[config.mk]
export PLATFORM = sky130hd
export DESIGN_NAME = operand_sequencer_flat
export DESIGN_NICKNAME = d
export VERILOG_FILES = /design/src/rtl/matrix_pkg.sv /design/src/rtl/operand_sequencer_if.sv /design/src/rtl/operand_sequencer_timer.sv /design/src/rtl/operand_sequencer.sv /design/src/flat_wrapper.sv
export SDC_FILE = /design/constraint.sdc
export NUM_CORES = 1
export LEC_CHECK = 0
export BUFFER_PORTS_ARGS = -buffer_cell sky130_fd_sc_hd__buf_2
export CELL_PAD_IN_SITES_DETAIL_PLACEMENT = 0
export CELL_PAD_IN_SITES_GLOBAL_PLACEMENT = 1
export CORE_MARGIN = 3
export CORE_UTILIZATION = 34
export DETAILED_ROUTE_END_ITERATION = 16
export PLACE_DENSITY = 0.76
export SYNTH_ARGS = -nofsm -noshare
export SYNTH_HDL_FRONTEND = slang
export SYNTH_SLANG_ARGS = --single-unit
[constraint.sdc]
create_clock -name clk -period 3 [get_ports clk]
set_input_delay 0.75 -clock clk [delete_from_list [all_inputs] [get_ports clk]]
set_output_delay 0.75 -clock clk [all_outputs]
set_load 0.1 [all_outputs]
[src/rtl/matrix_pkg.sv]
// ----------------------------------------------------------------------------
// matrix_pkg
// Shared types and constants for the matrix operand sequencer.
//   opseq_state_t : sequencer FSM states. The encoding is shown on the front
//                   panel display, so the values are fixed.
//   op_t          : 3-bit operation code. Bit 2 set means a unary operation
//                   with no second source.
//   reg_idx_t     : matrix register index, REG_IDX_W bits wide.
//   TIMER_W       : width of the entry-abort counter and its limit.
// ----------------------------------------------------------------------------
package matrix_pkg;

    localparam int REG_IDX_W = 2;
    localparam int OP_W      = 3;
    localparam int TIMER_W   = 24;

    typedef logic [OP_W-1:0]      op_t;
    typedef logic [REG_IDX_W-1:0] reg_idx_t;

    typedef enum logic [2:0] {
        ST_IDLE      = 3'd0,
        ST_GET_DST   = 3'd1,
        ST_GET_SRC_A = 3'd2,
        ST_GET_SRC_B = 3'd3,
        ST_ISSUE     = 3'd4
    } opseq_state_t;

    // Unary operations carry their flag in the top opcode bit.
    function automatic logic op_is_unary(input op_t op);
        return op[OP_W-1];
    endfunction

    // True while the operator is still pressing register buttons.
    function automatic logic in_entry(input opseq_state_t s);
        return (s == ST_GET_DST) || (s == ST_GET_SRC_A) || (s == ST_GET_SRC_B);
    endfunction

endpackage

[src/rtl/operand_sequencer_if.sv]
// ----------------------------------------------------------------------------
// operand_sequencer_if
// Command bus from the operand sequencer to the matrix ALU.
//   cmd_valid : command available (master -> slave)
//   cmd_ready : ALU accepts the command (slave -> master)
//   cmd_op    : operation code
//   cmd_dst   : destination register
//   cmd_src_a : first source register
//   cmd_src_b : second source register, 0 for unary operations
// Modports: master (sequencer side), slave (ALU side).
// ----------------------------------------------------------------------------
interface operand_sequencer_if;
    import matrix_pkg::*;

    logic     cmd_valid;
    logic     cmd_ready;
    op_t      cmd_op;
    reg_idx_t cmd_dst;
    reg_idx_t cmd_src_a;
    reg_idx_t cmd_src_b;

    modport master (
        output cmd_valid,
        output cmd_op,
        output cmd_dst,
        output cmd_src_a,
        output cmd_src_b,
        input  cmd_ready
    );

    modport slave (
        input  cmd_valid,
        input  cmd_op,
        input  cmd_dst,
        input  cmd_src_a,
        input  cmd_src_b,
        output cmd_ready
    );

endinterface

[src/rtl/operand_sequencer_timer.sv]
// ----------------------------------------------------------------------------
// opseq_timer
// Entry-abort counter for the operand sequencer. Only present when the
// OPSEQ_TIMEOUT_EN macro is defined; otherwise this file is empty.
//   clk     : system clock
//   nrst    : asynchronous active-low reset
//   clr     : restart the count from zero (has priority over en)
//   en      : count this cycle
//   expired : count has reached LIMIT-1 while enabled
// Parameter LIMIT : number of enabled cycles before expiry.
// ----------------------------------------------------------------------------
`ifdef OPSEQ_TIMEOUT_EN
module opseq_timer
    import matrix_pkg::*;
#(
    parameter logic [TIMER_W-1:0] LIMIT = 24'd5_000_000
) (
    input  logic clk,
    input  logic nrst,
    input  logic clr,
    input  logic en,
    output logic expired
);

    localparam logic [TIMER_W-1:0] LAST = LIMIT - 24'd1;

    logic [TIMER_W-1:0] count_q;
    logic [TIMER_W-1:0] count_d;

    always_comb begin
        count_d = count_q;
        if (clr) begin
            count_d = '0;
        end else if (en) begin
            count_d = count_q + 24'd1;
        end
    end

    always_ff @(posedge clk or negedge nrst) begin
        if (!nrst) begin
            count_q <= '0;
        end else begin
            count_q <= count_d;
        end
    end

    assign expired = en && (count_q == LAST);

endmodule
`endif

[src/rtl/operand_sequencer.sv]
// ----------------------------------------------------------------------------
// operand_sequencer
// Collects an operation and its register operands from front-panel button
// pulses and presents them as a single command to the matrix ALU.
//
// Sequence: op button (IDLE) -> dst register -> src A register ->
// src B register (binary ops only) -> ISSUE until the ALU accepts.
//
// Ports:
//   clk        : system clock
//   nrst       : asynchronous active-low reset
//   is_reg     : one-cycle pulse, register button pressed
//   reg_num    : register index, valid the cycle after is_reg
//   is_op      : one-cycle pulse, operation button pressed
//   op_code    : operation, valid with is_op
//   is_clr     : one-cycle pulse, cancel the entry in progress
//   cmd        : command bus (master modport): cmd_valid/cmd_ready handshake
//                with cmd_op, cmd_dst, cmd_src_a, cmd_src_b
//   busy       : high whenever the FSM is not in IDLE
//   state_out  : raw FSM state for the display
//   err        : one-cycle pulse when an entry is aborted by timeout
//
// Parameter TIMEOUT_CYCLES : entry-abort limit in clk cycles.
// Build option OPSEQ_TIMEOUT_EN : when defined, an entry that sees no
// register press for TIMEOUT_CYCLES cycles is abandoned and err pulses.
// When undefined, the entry states wait forever and err is tied low.
// ----------------------------------------------------------------------------
module operand_sequencer
    import matrix_pkg::*;
#(
    parameter logic [TIMER_W-1:0] TIMEOUT_CYCLES = 24'd5_000_000
) (
    input  logic                clk,
    input  logic                nrst,
    input  logic                is_reg,
    input  reg_idx_t            reg_num,
    input  logic                is_op,
    input  op_t                 op_code,
    input  logic                is_clr,
    operand_sequencer_if.master cmd,
    output logic                busy,
    output logic [2:0]          state_out,
    output logic                err
);

    opseq_state_t state_q, state_d;
    logic         reg_take_q, reg_take_d;
    op_t          cmd_op_q, cmd_op_d;
    reg_idx_t     cmd_dst_q, cmd_dst_d;
    reg_idx_t     cmd_src_a_q, cmd_src_a_d;
    reg_idx_t     cmd_src_b_q, cmd_src_b_d;
    logic         timeout_hit;

`ifdef OPSEQ_TIMEOUT_EN
    logic err_q, err_d;
    logic timer_clr;
    logic timer_en;
`endif

    // reg_num trails is_reg by a cycle, so the press is acted on one cycle late.
    assign reg_take_d = is_reg;

    // ------------------------------------------------------------------
    // State register
    // ------------------------------------------------------------------
    always_ff @(posedge clk or negedge nrst) begin
        if (!nrst) begin
            state_q <= ST_IDLE;
        end else begin
            state_q <= state_d;
        end
    end

    // ------------------------------------------------------------------
    // Next-state and operand capture
    // ------------------------------------------------------------------
    always_comb begin
        state_d     = state_q;
        cmd_op_d    = cmd_op_q;
        cmd_dst_d   = cmd_dst_q;
        cmd_src_a_d = cmd_src_a_q;
        cmd_src_b_d = cmd_src_b_q;
`ifdef OPSEQ_TIMEOUT_EN
        err_d       = 1'b0;
`endif

        // In every entry state a cancel beats a simultaneous register press,
        // so nothing is latched on that cycle.
        case (state_q)
            ST_IDLE: begin
                if (is_op) begin
                    cmd_op_d = op_code;
                    state_d  = ST_GET_DST;
                end
            end
            ST_GET_DST: begin
                if (is_clr) begin
                    state_d = ST_IDLE;
                end else if (reg_take_q) begin
                    cmd_dst_d = reg_num;
                    state_d   = ST_GET_SRC_A;
                end
            end
            ST_GET_SRC_A: begin
                if (is_clr) begin
                    state_d = ST_IDLE;
                end else if (reg_take_q) begin
                    cmd_src_a_d = reg_num;
                    if (op_is_unary(cmd_op_q)) begin
                        cmd_src_b_d = '0;
                        state_d     = ST_ISSUE;
                    end else begin
                        state_d = ST_GET_SRC_B;
                    end
                end
            end
            ST_GET_SRC_B: begin
                if (is_clr) begin
                    state_d = ST_IDLE;
                end else if (reg_take_q) begin
                    cmd_src_b_d = reg_num;
                    state_d     = ST_ISSUE;
                end
            end
            ST_ISSUE: begin
                if (cmd.cmd_ready) begin
                    state_d = ST_IDLE;
                end
            end
            default: begin
                state_d = ST_IDLE;
            end
        endcase

        // A timeout only applies to an entry state with no other event this
        // cycle; a press or cancel has already moved state_d elsewhere.
        if (timeout_hit && in_entry(state_q) && (state_d == state_q)) begin
            state_d = ST_IDLE;
`ifdef OPSEQ_TIMEOUT_EN
            err_d   = 1'b1;
`endif
        end
    end

    // ------------------------------------------------------------------
    // Operand / control registers
    // ------------------------------------------------------------------
    always_ff @(posedge clk or negedge nrst) begin
        if (!nrst) begin
            reg_take_q  <= 1'b0;
            cmd_op_q    <= '0;
            cmd_dst_q   <= '0;
            cmd_src_a_q <= '0;
            cmd_src_b_q <= '0;
        end else begin
            reg_take_q  <= reg_take_d;
            cmd_op_q    <= cmd_op_d;
            cmd_dst_q   <= cmd_dst_d;
            cmd_src_a_q <= cmd_src_a_d;
            cmd_src_b_q <= cmd_src_b_d;
        end
    end

    // ------------------------------------------------------------------
    // Moore outputs
    // ------------------------------------------------------------------
    always_comb begin
        busy          = (state_q != ST_IDLE);
        state_out     = state_q;
        cmd.cmd_valid = (state_q == ST_ISSUE);
        cmd.cmd_op    = cmd_op_q;
        cmd.cmd_dst   = cmd_dst_q;
        cmd.cmd_src_a = cmd_src_a_q;
        cmd.cmd_src_b = cmd_src_b_q;
    end

`ifdef OPSEQ_TIMEOUT_EN
    // The count restarts whenever the state changes and on every accepted
    // register press, so the limit measures idle time between presses.
    assign timer_clr = (state_d != state_q) || reg_take_q;
    assign timer_en  = in_entry(state_q);

    opseq_timer #(
        .LIMIT (TIMEOUT_CYCLES)
    ) u_timer (
        .clk     (clk),
        .nrst    (nrst),
        .clr     (timer_clr),
        .en      (timer_en),
        .expired (timeout_hit)
    );

    always_ff @(posedge clk or negedge nrst) begin
        if (!nrst) begin
            err_q <= 1'b0;
        end else begin
            err_q <= err_d;
        end
    end

    assign err = err_q;
`else
    // The limit has no effect when the timeout is compiled out.
    logic unused_timeout_cfg;
    assign unused_timeout_cfg = ^TIMEOUT_CYCLES;
    assign timeout_hit        = 1'b0;
    assign err                = 1'b0;
`endif

endmodule

[src/flat_wrapper.sv]
// flat-port wrapper written by rule: the top's interface ports become plain ports
module operand_sequencer_flat import matrix_pkg::*;
#(
    parameter logic [TIMER_W-1:0] TIMEOUT_CYCLES = 24'd5_000_000
)
  (clk, nrst, is_reg, reg_num, is_op, op_code, is_clr, busy, state_out, err, cmd_cmd_valid, cmd_cmd_op, cmd_cmd_dst, cmd_cmd_src_a, cmd_cmd_src_b, cmd_cmd_ready);
  operand_sequencer_if cmd_i ();
  input  logic clk;
  input  logic nrst;
  input  logic is_reg;
  input  reg_idx_t reg_num;
  input  logic is_op;
  input  op_t op_code;
  input  logic is_clr;
  output logic busy;
  output logic [2:0] state_out;
  output logic err;
  output wire logic [$bits(cmd_i.cmd_valid)-1:0] cmd_cmd_valid;
  output wire logic [$bits(cmd_i.cmd_op)-1:0] cmd_cmd_op;
  output wire logic [$bits(cmd_i.cmd_dst)-1:0] cmd_cmd_dst;
  output wire logic [$bits(cmd_i.cmd_src_a)-1:0] cmd_cmd_src_a;
  output wire logic [$bits(cmd_i.cmd_src_b)-1:0] cmd_cmd_src_b;
  input wire logic [$bits(cmd_i.cmd_ready)-1:0] cmd_cmd_ready;
  assign cmd_cmd_valid = cmd_i.cmd_valid;
  assign cmd_cmd_op = cmd_i.cmd_op;
  assign cmd_cmd_dst = cmd_i.cmd_dst;
  assign cmd_cmd_src_a = cmd_i.cmd_src_a;
  assign cmd_cmd_src_b = cmd_i.cmd_src_b;
  assign cmd_i.cmd_ready = cmd_cmd_ready;
  operand_sequencer #(.TIMEOUT_CYCLES(TIMEOUT_CYCLES)) u_core (.clk(clk), .nrst(nrst), .is_reg(is_reg), .reg_num(reg_num), .is_op(is_op), .op_code(op_code), .is_clr(is_clr), .cmd(cmd_i), .busy(busy), .state_out(state_out), .err(err));
endmodule
==> impl_metrics.toml <==
[run_status]
outcome = "finished, final reports clean"

[sta]
finalCritPeriodShare_pct = 76.3
clock.fmax_mhz = 437
drv_slew = 0
rsz0062_at_grt = "no"
hold-worst-slack_ns = 0.346
hold_viol = 0
fin_crit_ns = 2.29
finClkSkew_ns = 0.00308
fin_setup_tns_ns = 0
setup-violations-final = 0

[worst_setup_path]
critPathKind = "flop to output pin"
critPathArrivalTime_ns = 1.54
crit_path_max_fanout = 8
r2r_end = "u_core.cmd.cmd_op[2]"
r2r_cells = 3
reg2reg_from = "u_core.state_out[0]"
start_kind = "flop"
critPathCaptureType = "output pin"
cp.required_ns = 2.25
r2r_slack_ns = 1.47

[detailed_routing]
wirelength_um = 1210
antenna_left = 0
drt_iter0_drc = 3
wl_per_cell_um = 12.4
vias = 440
via_per_inst = 4.54
drt_first_pass_iters = 3
drcViolationCount = 0

[clock_network]
cts_resized = 0
clkLatencyLatePin_ns = 0.27
holdBufCountCts = 0
path_clk_slew_ns = 0.08
numCtsBuffers = 3
cts_num_sinks = 13
htree_levels = 1
post_cts_buffers = 0
root_buffer = "clkbuf_4"
cts_tree = "done"
clk_path_buf_depth = 2

[logic_synthesis]
ys_ff_latch = 13
async_flop_share_pct = 100
yosysMostFrequentCell = "dfrtp_1"
yosys.area.top_type = "dfrtp_1"
syn_inst = 47
seq_area_frac_synth_pct = 53.0
syn-num-nets = 58
synth_enable_flop_cells = 0
ys_types = 22
avgSynthCellArea_um2 = 13.1
synth_top_area_share_pct = 53.0
synthTopCellsByArea = "dfrtp_1 53%, mux2_2 16%, nor4_4 3.5%"
netlist_area_um2 = 614
ys.flop_type = "dfrtp_1"
netlist_top_cells_count = "13 x dfrtp_1, 9 x mux2_2, 3 x inv_1"
yosys_warnings = 0

[final_layout]
stdcell_area_um2 = 783
drive_gt1_share_pct = 57.5
fin_cells = 97
syn_to_final_growth_pct = 27.5
diodes = 0
nNetsFinal = 85
fillCellCount = 144

[grt]
grt_overflow = 0
antenna_found_initial = 0
grt_max_degree = 14
grt_util_all_layers_pct = 11.8
grt_pass1_wl_um = 2190
grt_pass1_vias = 469

[min_path]
hold_class = "input pin to asynchronous set/reset pin"

[placement]
dp_hpwl_um = 924
place_area_um2 = 757
gp_congestion = 0.769
numPortBuffers = 24
dp.cells = 93

[floorplanning]
die-width_um = 48.5
ios = 26
core_um2 = 1590
die_area_um2 = 2350
start_util_pct = 38.5
die_h_um = 48.5
rows = 14

[run]
maxCapViolations = 0
-- per-layer routing --
metal | track usage, % | wire length (µm) | vias up
met5 | 0 | 0 | -
met4 | 7.11 | 13 | 0
met3 | 2.45 | 54 | 2
met2 | 17.7 | 569 | 12
met1 | 15.8 | 568 | 207
li1 | - | - | 219
-- worst max-delay path, stage by stage, from the launching register on --
cell	delay [ns]
dfrtp_1	0.54
inv_1	0.15
nor3_4	0.13
buf_2	0.45
-- cell type report --
type	count	area, µm²	share of cell area [%]
timing repair buffer	24	120	15.3
multi-input combinational	29	270	34.5
inverter	3	11.3	1.44
tap	24	30.0	3.83
sequential	13	325	41.5
clock buffer	4	26.3	3.35
-- cells in the final DEF (no fill, tap or decap), types with 2 or more instances in the layout --
cell type  count
dfrtp_1       13
inv_1          3
clkbuf_4       3
buf_2         24
o21ai_0        2
nor2_1         2
mux2_2         9
-- registers in the layout, indices dropped and copies added, names as in the netlist --
register,flops
u_core.cmd.cmd_dst,2
u_core.cmd.cmd_op,3
u_core.cmd.cmd_src_a,2
u_core.cmd.cmd_src_b,2
u_core.reg_take_q,1
u_core.state_out,3
-- worst max-delay path by stage --
stage / from / end / cells after the start
4_1_cts: u_core.state_out[2] / cmd_cmd_valid / 3
6_report: u_core.state_out[2] / cmd_cmd_valid / 3
3_3_place_gp: u_core.state_out[0] / busy / 2
3_5_place_dp: u_core.state_out[2] / cmd_cmd_valid / 3
2_1_floorplan: u_core.state_out[2] / cmd_cmd_valid / 2
5_1_grt: u_core.state_out[2] / cmd_cmd_valid / 3
-- cells by family after synthesis --
family / after synthesis / synth area share, %
compound gates: 6 / 7.13
other cells: 1 / 0.610
simple gates: 13 / 17.9
flops: 13 / 53.0
mux: 9 / 16.5
buf+inv: 5 / 4.89
-- through the flow --
| stage | utilization (%) | worst slack (ns) |
|---|---|---|
| floorplan | - | 0.168 |
| global placement | 47.5 | 1.03 |
| detailed placement | 47.5 | 1.01 |
| CTS | 49.1 | 0.703 |
| global route | 49.1 | 0.608 |
| finish | 49.1 | 0.710 |
Power is not shown: default switching activity piles up to over one toggle a cycle in this logic, so the estimate is an artifact.
